<file path="config.mk">
export PLATFORM = sky130hd
export DESIGN_NAME = add_simd_sat
export DESIGN_NICKNAME = d
export VERILOG_FILES = /design/src/rtl/add_simd_sat.sv
export SDC_FILE = /design/constraint.sdc
export NUM_CORES = 2
export LEC_CHECK = 0
export CAP_MARGIN = 20
export CORE_MARGIN = 4
export CORE_UTILIZATION = 50
export DETAILED_ROUTE_END_ITERATION = 16
export PLACE_DENSITY_LB_ADDON = 0.25
export SLEW_MARGIN = 20
export SYNTH_ARGS = -nofsm -noshare
export SYNTH_HDL_FRONTEND = slang
export SYNTH_SLANG_ARGS = --single-unit
</file>
<file path="constraint.sdc">
create_clock -name clk -period 5.45 [get_ports clk]
set_clock_uncertainty 0.2 [all_clocks]
set_input_delay 1.635 -clock clk [delete_from_list [all_inputs] [get_ports clk]]
set_output_delay 1.635 -clock clk [all_outputs]
set_load 0.02 [all_outputs]
</file>
<file path="src/rtl/add_simd_sat.sv">
// SIMD lane adder: sum, round-half-up shift, then clamp or wrap, in a 3-stage pipeline with backpressure.
// sat_cnt accumulates clamped lanes over output transfers and sticks at its maximum value.
module add_simd_sat #(
    parameter int LANES   = 8,
    parameter int WIDTH   = 16,
    parameter int SHIFT_W = 5,
    parameter int CNT_W   = 32
) (
    input  logic                   clk,
    input  logic                   rst,
    input  logic                   in_valid,
    output logic                   in_ready,
    input  logic [LANES*WIDTH-1:0] data_one_in,
    input  logic [LANES*WIDTH-1:0] data_two_in,
    input  logic                   cfg_sat,
    input  logic [SHIFT_W-1:0]     cfg_shift,
    output logic                   out_valid,
    input  logic                   out_ready,
    output logic [LANES*WIDTH-1:0] data_out,
    output logic [LANES-1:0]       sat_flag,
    output logic [CNT_W-1:0]       sat_cnt,
    input  logic                   cnt_clr
);
    localparam int SW = WIDTH + 1;
    localparam int RW = WIDTH + 2;
    localparam logic signed [RW-1:0] MAX_V = {3'b000, {(WIDTH-1){1'b1}}};
    localparam logic signed [RW-1:0] MIN_V = {3'b111, {(WIDTH-1){1'b0}}};

    logic                         s1_valid_q, s1_valid_d;
    logic [LANES-1:0][SW-1:0]     s1_sum_q, s1_sum_d;
    logic                         s1_sat_q, s1_sat_d;
    logic [SHIFT_W-1:0]           s1_shift_q, s1_shift_d;
    logic                         s2_valid_q, s2_valid_d;
    logic [LANES-1:0][RW-1:0]     s2_r_q, s2_r_d;
    logic                         s2_sat_q, s2_sat_d;
    logic                         s3_valid_q, s3_valid_d;
    logic [LANES-1:0][WIDTH-1:0]  s3_data_q, s3_data_d;
    logic [LANES-1:0]             s3_flag_q, s3_flag_d;
    logic [CNT_W-1:0]             sat_cnt_q, sat_cnt_d;

    logic                         advance;
    logic [WIDTH-1:0]             op_a, op_b;
    logic signed [RW-1:0]         ext, rnd_sum, r_lane;
    logic [CNT_W-1:0]             pop;
    logic [CNT_W:0]               cnt_sum;

    // Handshake: a beat moves on a rising edge when valid & ready are both high; the whole
    // pipeline advances together whenever the output stage is empty or being drained.
    assign advance   = !s3_valid_q || out_ready;
    assign in_ready  = advance;
    assign out_valid = s3_valid_q;
    assign data_out  = s3_data_q;
    assign sat_flag  = s3_flag_q;
    assign sat_cnt   = sat_cnt_q;

    always_comb begin
        s1_valid_d = s1_valid_q;
        s1_sum_d   = s1_sum_q;
        s1_sat_d   = s1_sat_q;
        s1_shift_d = s1_shift_q;
        s2_valid_d = s2_valid_q;
        s2_r_d     = s2_r_q;
        s2_sat_d   = s2_sat_q;
        s3_valid_d = s3_valid_q;
        s3_data_d  = s3_data_q;
        s3_flag_d  = s3_flag_q;
        op_a       = '0;
        op_b       = '0;
        ext        = '0;
        rnd_sum    = '0;
        r_lane     = '0;
        if (advance) begin
            s1_valid_d = in_valid;
            s1_sat_d   = cfg_sat;
            // Oversized shifts are clamped on entry so later stages only see 0..WIDTH.
            s1_shift_d = (cfg_shift > SHIFT_W'(WIDTH)) ? SHIFT_W'(WIDTH) : cfg_shift;
            for (int i = 0; i < LANES; i++) begin
                op_a        = data_one_in[WIDTH*i +: WIDTH];
                op_b        = data_two_in[WIDTH*i +: WIDTH];
                s1_sum_d[i] = {op_a[WIDTH-1], op_a} + {op_b[WIDTH-1], op_b};
            end

            s2_valid_d = s1_valid_q;
            s2_sat_d   = s1_sat_q;
            for (int i = 0; i < LANES; i++) begin
                ext = {s1_sum_q[i][SW-1], s1_sum_q[i]};
                if (s1_shift_q == '0) begin
                    s2_r_d[i] = ext;
                end else begin
                    rnd_sum   = ext + (RW'(1) << (s1_shift_q - SHIFT_W'(1)));
                    s2_r_d[i] = rnd_sum >>> s1_shift_q;
                end
            end

            s3_valid_d = s2_valid_q;
            for (int i = 0; i < LANES; i++) begin
                r_lane       = s2_r_q[i];
                s3_data_d[i] = r_lane[WIDTH-1:0];
                s3_flag_d[i] = 1'b0;
                if (s2_sat_q && (r_lane > MAX_V)) begin
                    s3_data_d[i] = MAX_V[WIDTH-1:0];
                    s3_flag_d[i] = 1'b1;
                end else if (s2_sat_q && (r_lane < MIN_V)) begin
                    s3_data_d[i] = MIN_V[WIDTH-1:0];
                    s3_flag_d[i] = 1'b1;
                end
            end
        end
    end

    always_comb begin
        pop = '0;
        for (int i = 0; i < LANES; i++) begin
            pop = pop + CNT_W'(s3_flag_q[i]);
        end
        cnt_sum   = {1'b0, sat_cnt_q} + {1'b0, pop};
        sat_cnt_d = sat_cnt_q;
        if (cnt_clr) begin
            sat_cnt_d = '0;
        end else if (s3_valid_q && out_ready) begin
            sat_cnt_d = cnt_sum[CNT_W] ? '1 : cnt_sum[CNT_W-1:0];
        end
    end

    always_ff @(posedge clk) begin
        if (rst) begin
            s1_valid_q <= 1'b0;
            s1_sum_q   <= '0;
            s1_sat_q   <= 1'b0;
            s1_shift_q <= '0;
            s2_valid_q <= 1'b0;
            s2_r_q     <= '0;
            s2_sat_q   <= 1'b0;
            s3_valid_q <= 1'b0;
            s3_data_q  <= '0;
            s3_flag_q  <= '0;
            sat_cnt_q  <= '0;
        end else begin
            s1_valid_q <= s1_valid_d;
            s1_sum_q   <= s1_sum_d;
            s1_sat_q   <= s1_sat_d;
            s1_shift_q <= s1_shift_d;
            s2_valid_q <= s2_valid_d;
            s2_r_q     <= s2_r_d;
            s2_sat_q   <= s2_sat_d;
            s3_valid_q <= s3_valid_d;
            s3_data_q  <= s3_data_d;
            s3_flag_q  <= s3_flag_d;
            sat_cnt_q  <= sat_cnt_d;
        end
    end
endmodule

</file>
Yosys cells after proc, flatten, opt, wreduce, memory -nomap -nowiden. Cells that the tools add are included.

Bits in registers: 458. Output and inout port bits: 170.

$add $sub $neg: 25. $lt $le $gt $ge: 17. Shift-type cells: 9. Multiplexer cells: 42. Reductions and logical operators: 21.

Operator list (number): $mux W16 (16); $add A17 B18 Y18 (8); $gt A18 B16 Y1 const B (8); $lt A18 B16 Y1 const B (8); $mux W18 (8); $sshr A18 B5 Y18 (8); $add A16 B16 Y17 (8); $add A32 B8 Y33 (1); $mux W32 (1); $shl A1 B5 Y18 const A (1); $logic_and A1 B1 Y1 (17); $mux W1 (16); $add A7 B1 Y8 (1); $add A6 B1 Y7 (1); $add A5 B1 Y6 (1); $add A4 B1 Y5 (1); $gt A5 B5 Y1 const B (1); $logic_not A5 Y1 (1); $mux W5 (1); $sub A5 B1 Y5 const B (1); $add A3 B1 Y4 (1); $add A2 B1 Y3 (1); $add A1 B1 Y2 (1); $reduce_or A2 Y1 (1); other kinds (2) (2).

Longest topological paths before layout.
Word-level depth: 9. Gate-level depth with buffers: 22. Mapped depth without buffers: 17.

Least setup slack after synthesis. Ideal clock, no wire load.

Kind: reg2reg. Start: reg s1_shift_q[1]. End: reg s2_r_q[7] (netlist bit). Arrival time: 5.031 ns. Data required time: 5.136 ns. Path slack: 0.104 ns. Cell stages (with the launch flop): 20. Cell sequence: dfxtp_1 -> buf_2 -> buf_2 -> inv_1 -> clkbuf_1 -> buf_1 -> clkbuf_1 -> nand2_1 -> nor2_1 -> ha_1 -> inv_1 -> o41ai_2 -> o31ai_1 -> a21o_1 -> o311ai_2 -> nand2_1 -> xnor2_2 -> a21oi_1 -> a2111oi_0 -> a2111oi_0.

Cells in the longest elaborated chain, start to end: 5.

RTL lines: start, declared (line 32) `logic [SHIFT_W-1:0] s1_shift_q, s1_shift_d;`; start signal, assigned (line 142) `s1_shift_q <= s1_shift_d;`; $sub A5 B1 Y5 (line 90) `rnd_sum = ext + (RW'(1) << (s1_shift_q - SHIFT_W'(1)));`; $shl A1 B5 Y18 (line 90); $add A17 B18 Y18 (line 90); $sshr A18 B5 Y18 (line 91) `s2_r_d[i] = rnd_sum >>> s1_shift_q;`; $mux W18 * (line 87) `if (s1_shift_q == '0) begin`; end signal, assigned (line 144) `s2_r_q <= s2_r_d;`; end, declared (line 34) `logic [LANES-1:0][RW-1:0] s2_r_q, s2_r_d;`.

Every way passes the cells marked *; elsewhere a longest branch is shown, timed or not. A chain may end at the register's enable or synchronous reset.

Final worst setup path.
Start: reg s1_shift_q[3]. End: reg s2_r_q[7] (netlist bit).

The elaborated chain is that of the path after synthesis.

==> flow_summary.yaml <==
clocking:
  clockBufferDepth: 3
  postCtsSetupBuffers: 0
  root_buffer: "clkbuf_16"
  htree_levels: 2
  clk_latency_ns: 0.65
  ctsResizeCount: 0
  clkTransAtPathRegs_ns: 0.06
  cts.hold.buffers_added: 0
  clkSinkCount: 458
  cts_tree: "built"
  tritoncts.num_buffers: 51
setup_path:
  crit_path_most_repeated_cell: "buf_4"
  critical-path-max-stage-delay_ns: 0.73
  timing.critical_path.max_delay_family: "compound AO/OA/AOI/OAI gates"
  critPathBufInv: 2
  timing.critical_path.slowest_stage_cell: "a2111oi_1"
  reg2regPathDepth: 15
  regToRegEndpoint: "s2_r_q[7]"
  timing.critical_path.fanout_max: 11
  path_class: "flop to flop"
  setup.worst_path.end_class: "flop"
  minimum_setup_slack_among_reg_to_reg_paths_ns: 0.24
  crit_start: "s1_shift_q[3]"
  regToRegStartpoint: "s1_shift_q[3]"
  worstPathCellList: "or3b_1 -> nor2_1 -> buf_4 -> ha_1 -> nand4b_1 -> o41ai_2 -> o31ai_1 -> a21o_1 -> o311ai_2 -> nand2_1 -> xnor2_2 -> a21oi_1 -> a2111oi_1 -> buf_4 -> a2111oi_0"
  data_required_time_of_the_worst_path_ns: 5.71
  endpoint: "s2_r_q[7]"
  arrival_ns: 5.47
  start_kind: "flop"
  cp_num_cells: 15
synth:
  synth_area_leader_cell: "dfxtp_1"
  yosysTopAreaCellShare_pct: 25.1
  syn_area_um2: 36600
  most_frequent_cell_after_synthesis: "a21oi_1"
  postSynth.topFlopCell: "dfxtp_1"
  synth_nets: 5421
  synth_edf_count: 0
  postSynthAreaPerCell_um2: 7.48
  yosys_warnings: 0
  post_synth_main_area_contributors: "dfxtp_1 25%, ha_1 8.7%, a21oi_1 8.0%"
  postSynthCellCount: 4887
  synth.top_cells.by_count: "582 x a21oi_1, 550 x nand2_1, 463 x nor2_1"
  synthArstFlopShare_pct: 0
  netlist-cell-type-count: 114
  postSynthRegisterBits: 458
  yosysSeqAreaShare_pct: 25.1
power_and_ir_drop:
  combinationalPowerShare_pct: 33.7
  post-layout-total-power_mw: 12.2
  swShare_pct: 37.0
  power_report.internal_total_mw: 7.71
  power_frac_clock_pct: 30.7
  p_leak_nw: 19.4
  seq_power_share_pct: 35.6
  p_switching_mw: 4.54
  powerDensity_nw_per_um2: 269
  ir_worst_vdd_mv: 0.314
final_layout:
  fill_cells: 6554
  layout.area.seq_um2: 9180
  post_route_cells_drive_above_1_share_pct: 10.5
  final_core_util_pct: 63.3
  nets: 5939
  multi_input_comb_area_um2: 25700
  flow.area_growth_from_synthesis_pct: 24.7
sta:
  slew_limit_fails: 0
  max-slew-margin-rel_pct: 28.0
  report.final.setup_viol: 0
  setup_total_negative_slack_ns: 0
  finalWorstPathRequiredPeriod_ns: 5.21
  final-hold-violation-count: 0
  worst_tran_pin_value_ns: 1.08
  timing.final.crit_share_pct: 95.5
  post_route_hold_slack_ns: 0.256
  rsz0062_at_grt: "no"
  maxClockFrequency_mhz: 192
die:
  row_count: 98
  pin_count: 437
  dieArea_um2: 77500
  floorplan.initialDensity_pct: 50.8
  die-height_um: 278
  coreArea_um2: 72000
  die_w_um: 278
grt:
  grt_max_degree: 178
  initial_antenna_violation_count: 6
  grt_pass1_vias: 37500
  globalRouteTotalUtil_pct: 39.7
  grt_pass1_wl_um: 238000
  global_route.overflow_total: 0
routing:
  drtPass1Iterations: 8
  postRouteWirelength_um: 164000
  detailroute.via_count: 41500
  drt-initial-drc-count: 5530
  wl_per_cell_um: 25.6
  drcViolationCount: 0
  route.antenna.remaining_nets: 0
  avgViaCountPerCell: 6.48
placement:
  place.gp.congestion: 1.07
  io_buffers: 436
  hpwl_um: 124000
job:
  drv.max_cap_violation_count: 0
hold_path:
  hold_path_class: "flop to flop"
run_status:
  status: "completed"
[power by group through the flow]
stage / Clock (mW) / Combinational [mW] / Sequential [mW]
floorplan: 0 / 2.36 / 4.12
global placement: 0 / 3.95 / 4.36
detailed placement: 0 / 3.99 / 4.36
CTS: 3.77 / 4.01 / 4.29
global route: 3.90 / 4.41 / 4.35
finish: 3.75 / 4.13 / 4.36
[stage by stage]
stage | instances | setup slack, ns | instance area (µm²)
final | 6400 | 0.244 | 45600
after global placement | 6301 | 0.426 | 43700
after floorplan | 4887 | 0.104 | 36600
after CTS | 6396 | 0.319 | 45600
after global routing | 6396 | 0.0928 | 45600
after detailed placement | 6302 | 0.404 | 43800
[worst register-to-register path: cells and delay by family, from the launching register on]
| family | cells | cell delay, ns |
|---|---|---|
| AOI/OAI and AO/OA | 7 | 2.09 |
| xor gates and xnor gates | 1 | 0.30 |
| and+or+nand+nor | 4 | 1.18 |
| buffers and inverters | 2 | 0.56 |
| adders and majority gates | 1 | 0.26 |
| DFF | 1 | 0.45 |
[cell usage in the layout (no fill, tap or decap), types with 18 or more instances in the layout]
cell | Yosys | layout
o21bai_1 | 24 | 24
a31oi_1 | 60 | 60
mux4_2 | 18 | 18
o221ai_1 | 28 | 28
o21a_1 | 31 | 31
xor2_1 | 119 | 119
o21ai_1 | 57 | 57
o211ai_1 | 70 | 70
xnor2_1 | 134 | 134
mux2i_1 | 93 | 93
o22ai_1 | 37 | 37
mux2_2 | 31 | 31
a221o_1 | 21 | 21
a311oi_1 | 24 | 24
clkdlybuf4s50_1 | 0 | 435
o21ai_0 | 247 | 247
dfxtp_1 | 458 | 455
a21o_1 | 95 | 95
nor3_1 | 224 | 224
inv_1 | 116 | 114
a22oi_1 | 26 | 26
clkbuf_16 | 0 | 52
buf_4 | 1 | 346
or3_1 | 21 | 21
a211o_1 | 32 | 32
and3_1 | 47 | 47
and2_1 | 30 | 30
a21oi_1 | 582 | 582
nand4_1 | 28 | 28
nand2b_1 | 34 | 34
ha_1 | 254 | 254
nand2_1 | 550 | 549
nand3_1 | 129 | 129
nor2_1 | 463 | 457
a211oi_1 | 103 | 103
nor2b_1 | 27 | 26
[layout make-up]
class | count | area share [%]
clock buffers | 64 | 3.11
multi-input cells | 3982 | 56.5
diodes | 4 | 0.0220
clock inverters | 30 | 0.875
inverters | 118 | 0.996
well taps | 950 | 2.61
flip-flops and latches | 458 | 20.1
repair buffers | 794 | 15.8
[cell families after synthesis]
group | synth area share (%)
buffers and inverters | 4.68
AO/OA/AOI/OAI | 29.1
AND/OR/NAND/NOR | 20.8
XOR/XNOR | 6.27
multiplexers | 4.64
adder cells (fa/ha/maj) | 9.48
flip-flops | 25.1
[sequential cells by signal, indices dropped and copies added, names as in the netlist]
register    count
data_out      128
out_valid       1
s1_sat_q        1
s1_shift_q      5
s1_sum_q      136
s1_valid_q      1
s2_r_q        144
s2_sat_q        1
s2_valid_q      1
sat_cnt        32
sat_flag        8
[worst min-delay path by stage]
stage          depth (start not counted)     endpoint   startpoint
2_1_floorplan                          2   s2_r_q[27]   s2_r_q[27]
3_3_place_gp                           1  s2_r_q[104]  s2_r_q[104]
3_5_place_dp                           1  s2_r_q[104]  s2_r_q[104]
4_1_cts                                2   s2_valid_q   s2_valid_q
5_1_grt                                2   s2_valid_q   s2_valid_q
6_report                               1  s2_r_q[104]  s2_r_q[104]
[layer usage]
layer	track usage, %	up-vias	wire, µm
li1	-	19000	-
met1	55.4	19300	67200
met2	54.4	2591	63400
met3	14.6	496	24900
met4	17.3	10	8310
met5	0	-	125
(Power assumes the default switching activity.)
